## config.mk

```make
export PLATFORM = sky130hd
export DESIGN_NAME = spi_flash_fetch_ctrl
export DESIGN_NICKNAME = d
export VERILOG_FILES = /design/src/rtl/spi_flash_fetch_ctrl.sv
export SDC_FILE = /design/constraint.sdc
export NUM_CORES = 1
export LEC_CHECK = 0
export ABC_AREA = 1
export CAP_MARGIN = 0
export CORE_MARGIN = 10
export CORE_UTILIZATION = 50
export CTS_CLUSTER_SIZE = 8
export DETAILED_ROUTE_END_ITERATION = 7
export PLACE_DENSITY = 0.92
export SKIP_LAST_GASP = 1
export SYNTH_ARGS = -nofsm -noshare
export SYNTH_HDL_FRONTEND = slang
export SYNTH_SLANG_ARGS = --single-unit
```

## constraint.sdc

```tcl
create_clock -name clk -period 5 [get_ports clk]
set_clock_uncertainty 0.1 [all_clocks]
set_input_delay 0.5 -clock clk [delete_from_list [all_inputs] [get_ports clk]]
set_output_delay 0.5 -clock clk [all_outputs]
set_load 0.05 [all_outputs]
```

## src/rtl/spi_flash_fetch_ctrl.sv

```systemverilog
// spi_flash_fetch_ctrl: turns CPU read requests into SPI flash READ transactions,
// keeping sequential instruction fetches open as a continued stream.
module spi_flash_fetch_ctrl #(
    parameter logic [7:0] READ_CMD = 8'h03,
    parameter int         TIMEOUT  = 8191
) (
    input  logic        clk,
    input  logic        rst,
    input  logic        req_valid,
    output logic        req_ready,
    input  logic [23:0] req_addr,
    input  logic        req_is_instr,
    output logic        rsp_valid,
    output logic [31:0] rsp_rdata,
    output logic        rsp_err,
    output logic        spi_start,
    output logic        spi_stop,
    output logic        spi_cont,
    output logic        spi_write_enable,
    output logic        spi_is_instr,
    output logic [31:0] spi_cmd_addr,
    output logic [5:0]  spi_data_len,
    output logic [31:0] spi_data_in,
    input  logic [31:0] spi_data_out,
    input  logic        spi_done
);
    localparam logic [1:0] RST_STOP = 2'd0, IDLE = 2'd1, START = 2'd2, WAIT = 2'd3;
    localparam int TW = $clog2(TIMEOUT + 1);
    logic [1:0]    state;
    logic          stream_ok;
    logic [23:0]   next_addr;
    logic          spi_done_q;
    logic [TW-1:0] timer;
    logic          done_edge;
    logic [22:0]   inc;
    assign done_edge        = spi_done && !spi_done_q;
    // Word address of the current transaction plus one; bit 22 flags a wrap past 0xFFFFFC.
    assign inc              = {1'b0, spi_cmd_addr[23:2]} + 23'd1;
    assign req_ready        = state == IDLE;
    assign spi_write_enable = 1'b0;
    assign spi_data_len     = 6'd32;
    assign spi_data_in      = 32'd0;
    always_ff @(posedge clk) begin
        if (rst) begin
            state        <= RST_STOP;
            stream_ok    <= 1'b0;
            next_addr    <= 24'd0;
            spi_done_q   <= 1'b0;
            timer        <= '0;
            rsp_valid    <= 1'b0;
            rsp_rdata    <= 32'd0;
            rsp_err      <= 1'b0;
            spi_start    <= 1'b0;
            spi_stop     <= 1'b0;
            spi_cont     <= 1'b0;
            spi_is_instr <= 1'b0;
            spi_cmd_addr <= {READ_CMD, 24'h0};
        end else begin
            spi_done_q <= spi_done;
            rsp_valid  <= 1'b0;
            spi_start  <= 1'b0;
            spi_stop   <= 1'b0;
            spi_cont   <= 1'b0;
            timer      <= '0;
            case (state)
                RST_STOP: begin
                    spi_stop <= 1'b1;
                    state    <= IDLE;
                end
                IDLE: if (req_valid) begin
                    spi_cmd_addr <= {READ_CMD, req_addr[23:2], 2'b00};
                    spi_is_instr <= req_is_instr;
                    if (req_is_instr && stream_ok && req_addr[23:2] == next_addr[23:2]) begin
                        spi_cont <= 1'b1;
                        state    <= WAIT;
                    end else if (stream_ok) begin
                        spi_stop  <= 1'b1;
                        stream_ok <= 1'b0;
                        state     <= START;
                    end else begin
                        spi_start <= 1'b1;
                        state     <= WAIT;
                    end
                end
                START: begin
                    spi_start <= 1'b1;
                    state     <= WAIT;
                end
                default: if (done_edge) begin
                    rsp_valid <= 1'b1;
                    rsp_rdata <= {spi_data_out[7:0], spi_data_out[15:8], spi_data_out[23:16], spi_data_out[31:24]};
                    rsp_err   <= 1'b0;
                    stream_ok <= spi_is_instr && !inc[22];
                    next_addr <= spi_is_instr ? {inc[21:0], 2'b00} : next_addr;
                    state     <= IDLE;
                end else if (timer == TW'(TIMEOUT)) begin
                    spi_stop  <= 1'b1;
                    rsp_valid <= 1'b1;
                    rsp_err   <= 1'b1;
                    rsp_rdata <= 32'd0;
                    stream_ok <= 1'b0;
                    state     <= IDLE;
                end else begin
                    timer <= timer + 1'b1;
                end
            endcase
        end
    end
endmodule
```

==> results of run 1 <==
## metrics by stage
| step | area [sq um] | cells | hold slack, ns |
|---|---|---|---|
| after floorplan | 5260 | 758 | 0.317 |
| after global placement | 6120 | 937 | 0.331 |
| after detailed placement | 6120 | 937 | 0.335 |
| after CTS | 6320 | 952 | 0.353 |
| after global routing | 6320 | 952 | 0.373 |
| final | 6320 | 952 | 0.353 |
## registers in the layout, summed over array words and instances, names as in the netlist, 2 cells and up
| name | flops |
|---|---|
| state | 2 |
| spi_cmd_addr | 22 |
| rsp_rdata | 32 |
| timer | 13 |
| next_addr | 22 |
## Yosys cell counts, drive strengths merged
library cell | n | area (sq um)
a21oi | 80 | 400
a31oi | 1 | 6.26
buf | 58 | 443
clkbuf | 18 | 67.6
clkinv | 1 | 3.75
conb | 2 | 7.51
dfxtp | 99 | 1980
ha | 6 | 75.1
inv | 91 | 342
nand2 | 147 | 572
nand3 | 54 | 295
nand4 | 8 | 62.6
nor2 | 59 | 264
nor3 | 9 | 66.3
nor3b | 4 | 35.0
nor4 | 1 | 6.26
o211ai | 3 | 22.5
o21ai | 47 | 235
or2 | 2 | 12.5
xnor2 | 4 | 35.0
xor2 | 17 | 149
## routing by layer
layer  global-route usage [%]  up-vias
li1                         -     2361
met1                     21.8     2160
met2                     31.4      190
met3                     5.40       31
met4                     6.41        0
met5                        0        -
## logic make-up (layout without fill, tap and decap cells)
kind of cell	count (synthesis)	after routing	synth area share, %
other	2	49	0.148
adders and majority gates	6	6	1.48
AOI/OAI and AO/OA	131	131	13.1
xor gates and xnor gates	21	21	3.62
DFF	99	99	39.0
buffers and inverters	168	229	16.8
and+or+nand+nor	284	284	25.8
## area by class of cell
type                    count  area, sq um  area share [%]
inverters                  92          345            5.46
well taps                 133          166            2.63
clock buffers              10          138            2.18
repair buffers            122         1210            19.1
flip-flops and latches     99         1980            31.3
multi-input cells         491         2420            38.3
clock inverters             5         61.3           0.970
## worst paths after layout
path,depth (start not counted),slack (ns),start,endpoint
worst max-delay path,10,2.27,spi_done,next_addr[22]
worst min-delay path,1,0.35,timer[0],timer[0]
worst max register to register,8,2.31,state[1],spi_stop
worst min register to register,1,0.35,timer[0],timer[0]
## power groups by stage
stage / combinational [W] / sequential [W] / clock [W]
6_report: 0.000850 / 0.000951 / 0.000516
5_1_grt: 0.000918 / 0.000965 / 0.000561
3_3_place_gp: 0.000834 / 0.000964 / 0
2_1_floorplan: 0.000430 / 0.00115 / 0
4_1_cts: 0.000848 / 0.000949 / 0.000528
3_5_place_dp: 0.000845 / 0.000966 / 0
## critical path, cell delays in order
cell,delay [ns]
clkdlybuf4s50_1,0.47
inv_2,0.05
nor2_4,0.56
inv_2,0.14
nor2_2,0.15
nand2_2,0.32
inv_2,0.39
nand3_1,0.14
o211ai_1,0.10
inv_1,0.06
==> summary.txt, run 1 <==
most common library cell in the layout ignoring fill and taps -> nand2_1
most frequent cells in the layout -> nand2_1 (141), clkdlybuf4s50_1 (118), dfxtp_1 (99), inv_1 (86), a21oi_1 (80)
VDD IR max -> 241 uV
Setup Fix Bufs, Post-CTS -> 0
Via Count -> 4742
# IOs -> 171
Detailed Place HPWL -> 10.4 mm
Congestion Overflow GR -> 0
number of DRC markers in iteration 0 -> 489
Power Dens Cells -> 367 nW/um^2
final antenna-violating net count -> 0
Die Area -> 14600 sq um
Port Buf Inserts -> 119
Syn Area/Cell -> 7.15 sq um
Place WS -> 1.97 ns
Tot Pwr -> 0.00232 W
vias in the first global route -> 4597
M1 WL -> 5.64 mm
clock transition at the registers of the reported paths -> 0.09 ns
Hold-fix buffers, CTS -> 0
Filler Cell Count -> 854
power share of the clock group -> 22.3%
Hold Path Class -> register to register
Global Route Usage Sum -> 18.5%
fin nets -> 882
Avg WL per Cell -> 14.5 um
core footprint -> 9820 sq um
largest net degree at the start of global routing -> 51
fmax -> 366 MHz
Logic pwr share -> 36.7%
flops & latches, synth -> 99
CTS root buffer -> clkbuf_8
status -> complete, no violations
CTS sink count -> 99
post-synth cell types -> 35
placer congestion estimate -> 0.917
worst rel slew slack -> 30.4%
DR top layer -> met4
worst-case clock buffer depth -> 2
Setup CP Type -> input port to register
CTS buffer count -> 9
routed wl met3 -> 1.05 mm
crit path DAT -> 2.89 ns
Skew-Pair Late Insertion Delay -> 0.36 ns
die height -> 121 um
Least-Margin Pin Slew -> 1.04 ns
Max Cap Viol -> 0
crit path capture type -> register
leakage power -> 2.58 nW
drt total wl -> 13.8 mm
Synth Instances -> 711
Starting Density -> 51.8%
drt drc -> 0
post-layout util -> 64.4%
H-tree lvl count -> 3
Tmin final -> 2.73 ns
CP max FO -> 33
RSZ-0062 raised after global routing -> false
share of cells above drive strength 1 -> 6.59%
Netlist Area Pre-Place -> 5080 sq um
n_diodes -> 0
Setup WS post-layout -> 2.27 ns
CTS tree -> done
sequential share of power -> 41.0%
Pre-antenna DRT Iters -> 5
Met2 Wirelength -> 6.81 mm
final period utilization -> 54.6%
Req. time, crit path -> 5.16 ns
Sw Ratio -> 41.1%
sequential-to-total area share from yosys stat -> 39.0%
Slew Limit Fails -> 0
die span in x -> 121 um
Rows -> 36
post_cts resized -> 0
first-pass GRT wire length -> 22.6 mm
Cell Int Power -> 0.00136 W
Final TNS setup -> 0 ns
Synthesis Warnings -> 0
CP Launch Type -> input port
setup violators final -> 0
DR vias/cell -> 4.98
Final Hold Vio Count -> 0
Area growth, synth to finish -> 24.4%
antenna violations before repair -> 0
sw power -> 0.000953 W
Power figures use the tool's default switching activity.
==> inputs of run 2 (changes only) <==
Settings changed: CORE_UTILIZATION 50 to 46, PLACE_DENSITY 0.92 to 0.86.
Clock period 5 ns to 2.6 ns, I/O delays scaled along.
==> summary.txt, run 2 (same netlist as run 1, synthesis figures left out) <==
met2 usage -> 29.8% (-1.6 points)
CTS tree -> done
Port Buf Inserts -> 119 (unchanged)
CP max FO -> 7 (-79%)
Tmin final -> 2.38 ns
core footprint -> 10800 sq um (+10%)
final period utilization -> 91.7%
first-pass GRT wire length -> 22.2 mm (-1.9%)
met3 usage -> 5.11% (-0.29 points)
Avg WL per Cell -> 14.5 um (-0.36%)
CTS buffer count -> 9 (unchanged)
Top Usage Layer GRT -> met2
most frequent cells in the layout -> nand2_1 (141), clkdlybuf4s50_1 (118), dfxtp_1 (99), inv_1 (86), a21oi_1 (80)
Final Hold Vio Count -> 0 (unchanged)
die height -> 125 um (+3.6%)
Via Count -> 4657 (-1.8%)
Starting Density -> 46.9% (-4.9 points)
Detailed Place HPWL -> 10.6 mm (+1.3%)
fin nets -> 885 (+0.34%)
Area growth, synth to finish -> 25.8%
n_diodes -> 0 (unchanged)
clock transition at the registers of the reported paths -> 0.09 ns (about the same)
VDD IR max -> 414 uV (+72%)
drt drc -> 0 (unchanged)
CTS root buffer -> clkbuf_8
Setup Fix Bufs, Post-CTS -> 0 (unchanged)
Power Dens Cells -> 728 nW/um^2 (+99%)
vias in the first global route -> 4451 (-3.2%)
worst rel slew slack -> 62.6% (+32 points)
post_cts resized -> 0 (unchanged)
Hold Path Class -> input port to register
RSZ-0062 raised after global routing -> false
Max Cap Viol -> 0 (unchanged)
antenna violations before repair -> 0 (unchanged)
die span in x -> 125 um (+3.6%)
H-tree lvl count -> 3 (unchanged)
share of cells above drive strength 1 -> 7.05% (+0.45 points)
# IOs -> 171 (unchanged)
CP Launch Type -> register
Global Route Usage Sum -> 17.0% (-1.5 points)
Inst Count DP -> 947 (+1.1%)
Die Area -> 15700 sq um (+7.2%)
DR vias/cell -> 4.84 (-2.9%)
Top reg by flops -> rsp_rdata
crit path DAT -> 2.02 ns (-0.87 ns)
final antenna-violating net count -> 0 (unchanged)
Hold-fix buffers, CTS -> 0 (unchanged)
Rows -> 38 (+5.6%)
CTS sink count -> 99 (unchanged)
crit path capture type -> output port
Post-Layout Cell Count -> 963 (+1.2%)
setup violators final -> 0 (unchanged)
top flop regs -> rsp_rdata: 32 flops, next_addr: 22 flops, spi_cmd_addr: 22 flops
largest net degree at the start of global routing -> 51 (unchanged)
Least-Margin Pin Slew -> 0.559 ns (-0.482 ns)
Congestion Overflow GR -> 0 (unchanged)
fmax -> 419 MHz
GR Util met1 -> 18.6% (-3.3 points)
Slew Limit Fails -> 0 (unchanged)
Tot Pwr -> 0.00466 W (+100%)
number of DRC markers in iteration 0 -> 305 (-38%)
Setup CP Type -> register to output port
max FFs per register -> 32 (unchanged)
Pre-antenna DRT Iters -> 6 (+1)
Final TNS setup -> 0 ns (unchanged)
placer congestion estimate -> 0.927 (+1.1%)
most common library cell in the layout ignoring fill and taps -> nand2_1
worst-case clock buffer depth -> 2 (unchanged)
Req. time, crit path -> 2.24 ns (-2.92 ns)
status -> complete, no violations
drt total wl -> 13.9 mm (+0.80%)
Skew-Pair Late Insertion Delay -> 0.38 ns (+0.02 ns)
leakage power -> 2.63 nW (+1.6%)
## run 2: cell type report
cell class | count | area [sq um]
clock buffer | 9 | 124
clock inverter | 7 | 116
fill | 990 | 4450
inverter | 92 | 345
multi-input combinational | 491 | 2420
sequential | 99 | 1980
tap | 140 | 175
timing repair buffer | 125 | 1230
## run 2: per-stage QoR
stage	hold WS, ns	instance area [sq um]	setup slack, ns	utilization [%]
after CTS	0.326	6390	0.206	59.0
final	0.347	6390	0.216	59.0
after floorplan	0.285	5260	0.510	-
after global routing	0.347	6390	0.123	59.0
after global placement	0.331	6150	0.616	56.8
after detailed placement	0.338	6150	0.595	56.8
## run 2: critical path: stages, from the launching register on
cell             delay (ns)
dfxtp_1                0.35
inv_1                  0.08
ha_1                   0.32
clkdlybuf4s50_1        0.90
## run 2: metal layers
metal  up-vias  part of all wire [%]
li1       2365                     -
met1      2114                    40
met2       149                    50
met3        29                   6.9
met4         0                   3.0
met5         -                     0
## run 2: where the power goes
part | internal, W | leakage, nW | switching [W] | total (W)
sequential | 0.00166 | 0.802 | 0.000169 | 0.00183
combinational | 0.000497 | 1.70 | 0.00115 | 0.00164
clock | 0.000637 | 0.119 | 0.000542 | 0.00118
## run 2: final timing paths
check | startpoint | to | slack (ns) | cells past startpoint
max reg2reg | spi_cmd_addr[2] | next_addr[20] | 0.71 | 9
min reg2reg | timer[0] | timer[0] | 0.35 | 1
max | state[1] | req_ready | 0.22 | 3
min | rst | next_addr[22] | 0.35 | 4
